**src/rtl/fwd_scoreboard_pkg.sv**
```systemverilog
// Shared CPU package for the forwarding scoreboard: tracker entry type,
// forward-select width helper and default parameter values.
package fwd_scoreboard_pkg;

    localparam int unsigned DefXlen    = 32;
    localparam int unsigned DefNreg    = 16;
    localparam int unsigned DefNsrc    = 2;
    localparam int unsigned DefDepth   = 3;
    localparam int unsigned DefLoadLat = 1;
    localparam int unsigned DefFlushN  = 1;

    // Entry dst is stored zero-extended to this width so the struct type is
    // independent of NREG (supports up to 256 architectural registers).
    localparam int unsigned MaxRw = 8;

    typedef struct packed {
        logic             valid;
        logic             is_load;
        logic [MaxRw-1:0] dst;
    } fwd_entry_t;

    // Select code 0 means register file, k means tracked stage k-1.
    function automatic int unsigned fwd_sel_width(int unsigned depth);
        return $clog2(depth + 1);
    endfunction

endpackage

```
**src/rtl/fwd_match.sv**
```systemverilog
// Per-source priority match against the tracker: picks the youngest matching
// entry, muxes its stage result and flags a hazard when that entry is not ready.
module fwd_match
    import fwd_scoreboard_pkg::*;
#(
    parameter int unsigned XLEN     = DefXlen,
    parameter int unsigned DEPTH    = DefDepth,
    parameter int unsigned LOAD_LAT = DefLoadLat,
    parameter int unsigned SW       = fwd_sel_width(DefDepth)
) (
    input  logic [MaxRw-1:0]     i_src,
    input  logic                 i_used,
    input  fwd_entry_t [DEPTH-1:0] i_entries,
    input  logic [DEPTH*XLEN-1:0] i_stage_data,
    output logic [SW-1:0]        o_sel,
    output logic [XLEN-1:0]      o_data,
    output logic                 o_hazard
);

    // Walk oldest to youngest so the youngest match overwrites older ones.
    always_comb begin
        o_sel    = '0;
        o_data   = '0;
        o_hazard = 1'b0;
        if (i_used && (i_src != '0)) begin
            for (int k = int'(DEPTH) - 1; k >= 0; k--) begin
                if (i_entries[k].valid && (i_entries[k].dst == i_src)) begin
                    o_sel    = SW'(k + 1);
                    o_data   = i_stage_data[k*XLEN +: XLEN];
                    o_hazard = i_entries[k].is_load && (k < int'(LOAD_LAT));
                end
            end
        end
    end

endmodule

```
**src/rtl/fwd_scoreboard.sv**
```systemverilog
// Forwarding scoreboard: tracks in-flight destination registers after decode,
// drives bypass selects/data and the load-use / memory-busy stall.
module fwd_scoreboard
    import fwd_scoreboard_pkg::*;
#(
    parameter int unsigned XLEN     = DefXlen,
    parameter int unsigned NREG     = DefNreg,
    parameter int unsigned NSRC     = DefNsrc,
    parameter int unsigned DEPTH    = DefDepth,
    parameter int unsigned LOAD_LAT = DefLoadLat,
    parameter int unsigned FLUSH_N  = DefFlushN,
    localparam int unsigned RW      = $clog2(NREG),
    localparam int unsigned SW      = fwd_sel_width(DEPTH)
) (
    input  logic                   clk_i,
    input  logic                   rst_ni,
    input  logic                   id_valid_i,
    input  logic [NSRC*RW-1:0]     id_src_i,
    input  logic [NSRC-1:0]        id_src_used_i,
    input  logic [RW-1:0]          id_dst_i,
    input  logic                   id_wen_i,
    input  logic                   id_is_load_i,
    input  logic                   flush_i,
    input  logic                   mem_busy_i,
    input  logic [DEPTH*XLEN-1:0]  stage_data_i,
    output logic                   stall_o,
    output logic [NSRC*SW-1:0]     fwd_sel_o,
    output logic [NSRC*XLEN-1:0]   fwd_data_o,
    output logic [15:0]            stall_cnt_o
);

    fwd_entry_t [DEPTH-1:0] r_entries;
    fwd_entry_t [DEPTH-1:0] w_entries_flushed;
    fwd_entry_t [DEPTH-1:0] w_entries_next;
    fwd_entry_t             w_insert;
    logic [MaxRw-1:0]       w_dst_ext;
    logic [NSRC-1:0]        w_hazard;
    logic                   w_stall;
    logic                   w_issue;
    logic [15:0]            r_stall_cnt;

    for (genvar s = 0; s < NSRC; s++) begin : g_src
        logic [MaxRw-1:0] w_src_ext;

        // Zero-extend the source index to the entry dst width.
        always_comb begin
            w_src_ext         = '0;
            w_src_ext[RW-1:0] = id_src_i[s*RW +: RW];
        end

        fwd_match #(
            .XLEN     (XLEN),
            .DEPTH    (DEPTH),
            .LOAD_LAT (LOAD_LAT),
            .SW       (SW)
        ) u_match (
            .i_src        (w_src_ext),
            .i_used       (id_src_used_i[s]),
            .i_entries    (r_entries),
            .i_stage_data (stage_data_i),
            .o_sel        (fwd_sel_o[s*SW +: SW]),
            .o_data       (fwd_data_o[s*XLEN +: XLEN]),
            .o_hazard     (w_hazard[s])
        );
    end

    assign w_stall     = mem_busy_i | (id_valid_i & (|w_hazard));
    assign w_issue     = id_valid_i & ~w_stall & ~flush_i;
    assign stall_o     = w_stall;
    assign stall_cnt_o = r_stall_cnt;

    // Build the entry inserted at EX: only issued writes to non-zero registers.
    always_comb begin
        w_dst_ext         = '0;
        w_dst_ext[RW-1:0] = id_dst_i;
        w_insert          = '0;
        if (w_issue && id_wen_i && (id_dst_i != '0)) begin
            w_insert.valid   = 1'b1;
            w_insert.is_load = id_is_load_i;
            w_insert.dst     = w_dst_ext;
        end
    end

    // Next tracker state: flush kills the youngest entries, then shift unless frozen.
    always_comb begin
        w_entries_flushed = r_entries;
        if (flush_i) begin
            for (int unsigned k = 0; k < DEPTH; k++) begin
                if (k < FLUSH_N) begin
                    w_entries_flushed[k].valid = 1'b0;
                end
            end
        end
        if (mem_busy_i) begin
            w_entries_next = w_entries_flushed;
        end else begin
            w_entries_next[0] = w_insert;
            for (int unsigned k = 1; k < DEPTH; k++) begin
                w_entries_next[k] = w_entries_flushed[k-1];
            end
        end
    end

    // Tracker register.
    always_ff @(posedge clk_i or negedge rst_ni) begin
        if (!rst_ni) begin
            r_entries <= '0;
        end else begin
            r_entries <= w_entries_next;
        end
    end

    // Saturating stall-cycle counter.
    always_ff @(posedge clk_i or negedge rst_ni) begin
        if (!rst_ni) begin
            r_stall_cnt <= '0;
        end else if (w_stall && (r_stall_cnt != 16'hFFFF)) begin
            r_stall_cnt <= r_stall_cnt + 16'd1;
        end
    end

endmodule

```
**config.mk**
```make
export PLATFORM = sky130hd
export DESIGN_NAME = fwd_scoreboard
export DESIGN_NICKNAME = d
export VERILOG_FILES = /design/src/rtl/fwd_scoreboard_pkg.sv /design/src/rtl/fwd_match.sv /design/src/rtl/fwd_scoreboard.sv
export SDC_FILE = /design/constraint.sdc
export NUM_CORES = 1
export LEC_CHECK = 0
export ABC_AREA = 1
export BUFFER_PORTS_ARGS = -buffer_cell sky130_fd_sc_hd__buf_2
export CORE_UTILIZATION = 30
export DETAILED_ROUTE_END_ITERATION = 16
export PLACE_DENSITY_LB_ADDON = 0.05
export RECOVER_POWER = 25
export SETUP_SLACK_MARGIN = 0.4
export SYNTH_ARGS = -nofsm -noshare
export SYNTH_HDL_FRONTEND = slang
export SYNTH_SLANG_ARGS = --single-unit
```
**constraint.sdc**
```tcl
create_clock -name clk_i -period 2.35 [get_ports clk_i]
set_input_delay 0.47 -clock clk_i [delete_from_list [all_inputs] [get_ports clk_i]]
set_output_delay 0.47 -clock clk_i [all_outputs]
set_load 0.02 [all_outputs]
```
==> key figures <==
Synthesis
  – Ranking of synthesized cells by area: dfrtp_1 (21%), nor2_1 (15%), nand3_1 (12%), o21ai_0 (10%), nand2_1 (9.6%)
  – Gate Count Post-Synth: 694
  – Post-synthesis sequential area ratio: 0.205
  – Syn. warnings: 0
  – Mapped Area: roughly 3900 µm²
  – Dominant cell type by area after synthesis: dfrtp_1
  – Synth Net Count: 812
  – Mean Syn Cell Area: between 5 and 6 µm²
  – Synthesized flop and latch total: 32
  – Yosys top cell area share: 0.205
  – Library cells used by synthesis: 30

Floorplan
  – Rows: 41
  – Die area: 13500 µm²
  – Initial core utilization: 0.309
  – Die width: 116 µm
  – Core area: 12600 µm²
  – Io pins: 202
  – Die Y-Extent: 116 µm

Placement
  – Port Buf Inserts: 201
  – GP Congestion: 0.946
  – Dpl hpwl: 12700 µm
  – Placed cells: 1096

Clock tree
  – Clock Tree Root: clkbuf_16
  – CTS tree: built
  – H-tree depth: 2
  – CTS buffer count: 5
  – Worst-skew pair later-pin latency: 0.28 ns
  – Clock buffer depth: 2
  – Post-CTS Hold Buffers: 0
  – Clock-pin transition on the worst setup and hold timing paths: 0.05 ns
  – Number of clock sinks: 32

STA
  – Fin Hold WS: about 0.38 ns
  – Minimum clock period: 2.54 ns
  – Setup ws final: -0.189 ns
  – Fin. Hold Viols: 0
  – F_max: 394 MHz
  – Max Slew Vio Count: 33
  – Slew of the pin with the lowest slew margin: 1.73 ns
  – RSZ-0062 raised after global routing: yes
  – Fin crit share: 1.08
  – Slew HR: -0.153
  – Worst Skew: 0.00140 ns
  – Finish-stage setup viols: slightly below 70

Route
  – Vias per Instance: 5.38
  – Drt first pass iters: 5
  – Vias: 6273
  – Iter 0 DRT Violations: 536
  – Post-DRT Antenna Nets: 0
  – WL/cell: around 18 µm
  – Drt drc: 0
  – Drt total wl: 21200 µm

Global route
  – Vias in the first global route: 5979
  – Total GRT Usage: 0.285
  – Total global routing overflow: 0
  – First-pass GRT wire length: 29900 µm
  – Initial antenna violation count: 2
  – Largest net degree at the start of global routing: 36

Critical path
  – Critical path class: flip-flop to output port
  – Setup crit start kind: flip-flop
  – CP max FO: 7
  – Crit end category: output port
  – FF-to-FF End: stall_cnt_o[11]
  – Worst R2R Start: r_entries[3]
  – R2R Setup Slk: 0.44 ns
  – Critical Path End: fwd_data_o[44]
  – Crit path launch: r_entries[12]
  – Crit path DAT: 2.07 ns
  – Critical Path RT: around 1.9 ns
  – Register-to-Register Path Depth: 14

Power and ir drop
  – Leakage power: 0.00361 µW
  – VDD IR-drop max: between 400 and 500 µV
  – PD cells: roughly 240 nW/µm²

Hold path
  – HP Class: input port to flip-flop

Final layout
  – Number of nets in the layout: 1110
  – Non-Filler Instances: approximately 1200
  – Share of cells above drive strength 1: 0.603
  – P&R area growth vs syn: 128%

Run status
  – Failing checks: capacitance limit, slew limit, setup timing
  – Run status: complete, but fails checks

Run
  – Max Cap Viol: 1
-- cells by family after synthesis --
| logic type | Yosys count | share of synthesized area |
|---|---|---|
| AO/OA/AOI/OAI | 155 | 0.208 |
| flip-flops | 32 | 0.205 |
| adder cells (fa/ha/maj) | 1 | 0.00321 |
| buffers and inverters | 111 | 0.125 |
| AND/OR/NAND/NOR | 381 | 0.427 |
| XOR/XNOR | 14 | 0.0315 |
-- sequential cells by signal, summed over array words and instances (netlist names) --
| name | count |
|---|---|
| r_entries | 16 |
| stall_cnt_o | 16 |
-- stage by stage --
stage / util / area, µm² / setup WS (ns) / total power [µW] / setup TNS, ns
after CTS: 0.629 / 7940 / -0.208 / 2110 / -8.81
after floorplan: - / 4780 / 0.325 / 951 / 0
after global routing: 0.704 / 8890 / -0.268 / 2240 / -13.82
after detailed placement: 0.509 / 6420 / -0.194 / 1260 / -5.38
final: 0.704 / 8890 / -0.189 / 2140 / -8.81
after global placement: 0.509 / 6420 / -0.163 / 1240 / -4.34
-- metal layers --
layer | part of all wire | track usage | vias up | wire (µm)
met5 | 0 | 0 | - | 0
met4 | 0.049 | 0.124 | 0 | 1050
met3 | 0.071 | 0.0424 | 96 | 1510
met2 | 0.50 | 0.524 | 318 | 10700
met1 | 0.38 | 0.325 | 2969 | 7950
li1 | - | - | 2890 | -
-- power by group --
group	total [µW]	internal [µW]	switching, µW
Sequential	654	595	58.4
Clock	795	558	237
Combinational	696	281	415
Total	2140	1430	710
-- synthesized netlist by cell type --
cell,n
a31oi_4,1
ha_1,1
o31ai_1,1
dfrtp_1,32
a21boi_4,1
nand2_2,1
nand3_1,91
xor2_1,7
clkbuf_1,19
nor2_1,159
o21ai_0,78
or3_1,2
nor3_4,2
nor2_2,2
nand2_1,100
buf_6,4
nor3_1,7
nand2_4,3
buf_4,5
xnor2_1,7
o22ai_1,2
nand4_1,9
nand3_2,2
a21oi_1,72
inv_2,6
nor3_2,1
nand4_2,1
buf_2,16
nor4_1,1
inv_1,61
-- cell type report --
| type | instances | area [µm²] |
|---|---|---|
| fillers | 977 | 3730 |
| clock buffers | 7 | 153 |
| well taps | 172 | 215 |
| inverters | 67 | 283 |
| clock inverters | 1 | 30.0 |
| flip-flops and latches | 32 | 803 |
| repair buffers | 334 | 3070 |
| multi-input cells | 552 | 4320 |
| diodes | 2 | 5.00 |
-- what timing repair did --
action,in CTS,in global routing
endpoints found under the hold margin,0,0
buffers inserted,21,20
setup endpoints to repair,69,85
pin swaps,35,42
cloned,10,10
gates resized for setup,253,161
-- layout by cell type, fill, tap and decap left out, types with 4 or more instances in the layout --
cell type	instances
nand2_2	9
dfrtp_1	30
nand3_4	33
buf_8	5
nand4_1	9
buf_2	129
nand2_4	4
a21oi_2	10
clkbuf_16	12
inv_2	16
o21ai_1	17
a21oi_4	59
xnor2_1	7
o21ai_0	60
nor3_2	5
nor2_2	44
buf_16	8
buf_12	18
inv_1	48
buf_4	75
nand2_1	91
buf_6	88
nor2_1	84
nor2_4	33
nand3_2	34
nand3_1	26
xor2_1	7
-- worst min path at each step --
stage | cells after the start | endpoint | from
CTS | 1 | r_entries[2] | rst_ni
floorplan | 0 | r_entries[0] | rst_ni
detailed placement | 2 | r_entries[8] | r_entries[8]
global route | 2 | r_entries[9] | flush_i
global placement | 2 | r_entries[8] | r_entries[8]
finish | 2 | r_entries[9] | flush_i
-- critical path, stage by stage, from the launching register on --
cell       delay [ns]
dfrtp_1          0.42
inv_2            0.10
nand2_2          0.06
a21oi_2          0.13
nand4_1          0.21
buf_6            0.22
clkbuf_16        0.19
nor2_4           0.11
nor2_2           0.06
a21oi_4          0.16
buf_6            0.13
Note: power is estimated with default switching activity, not from simulation.
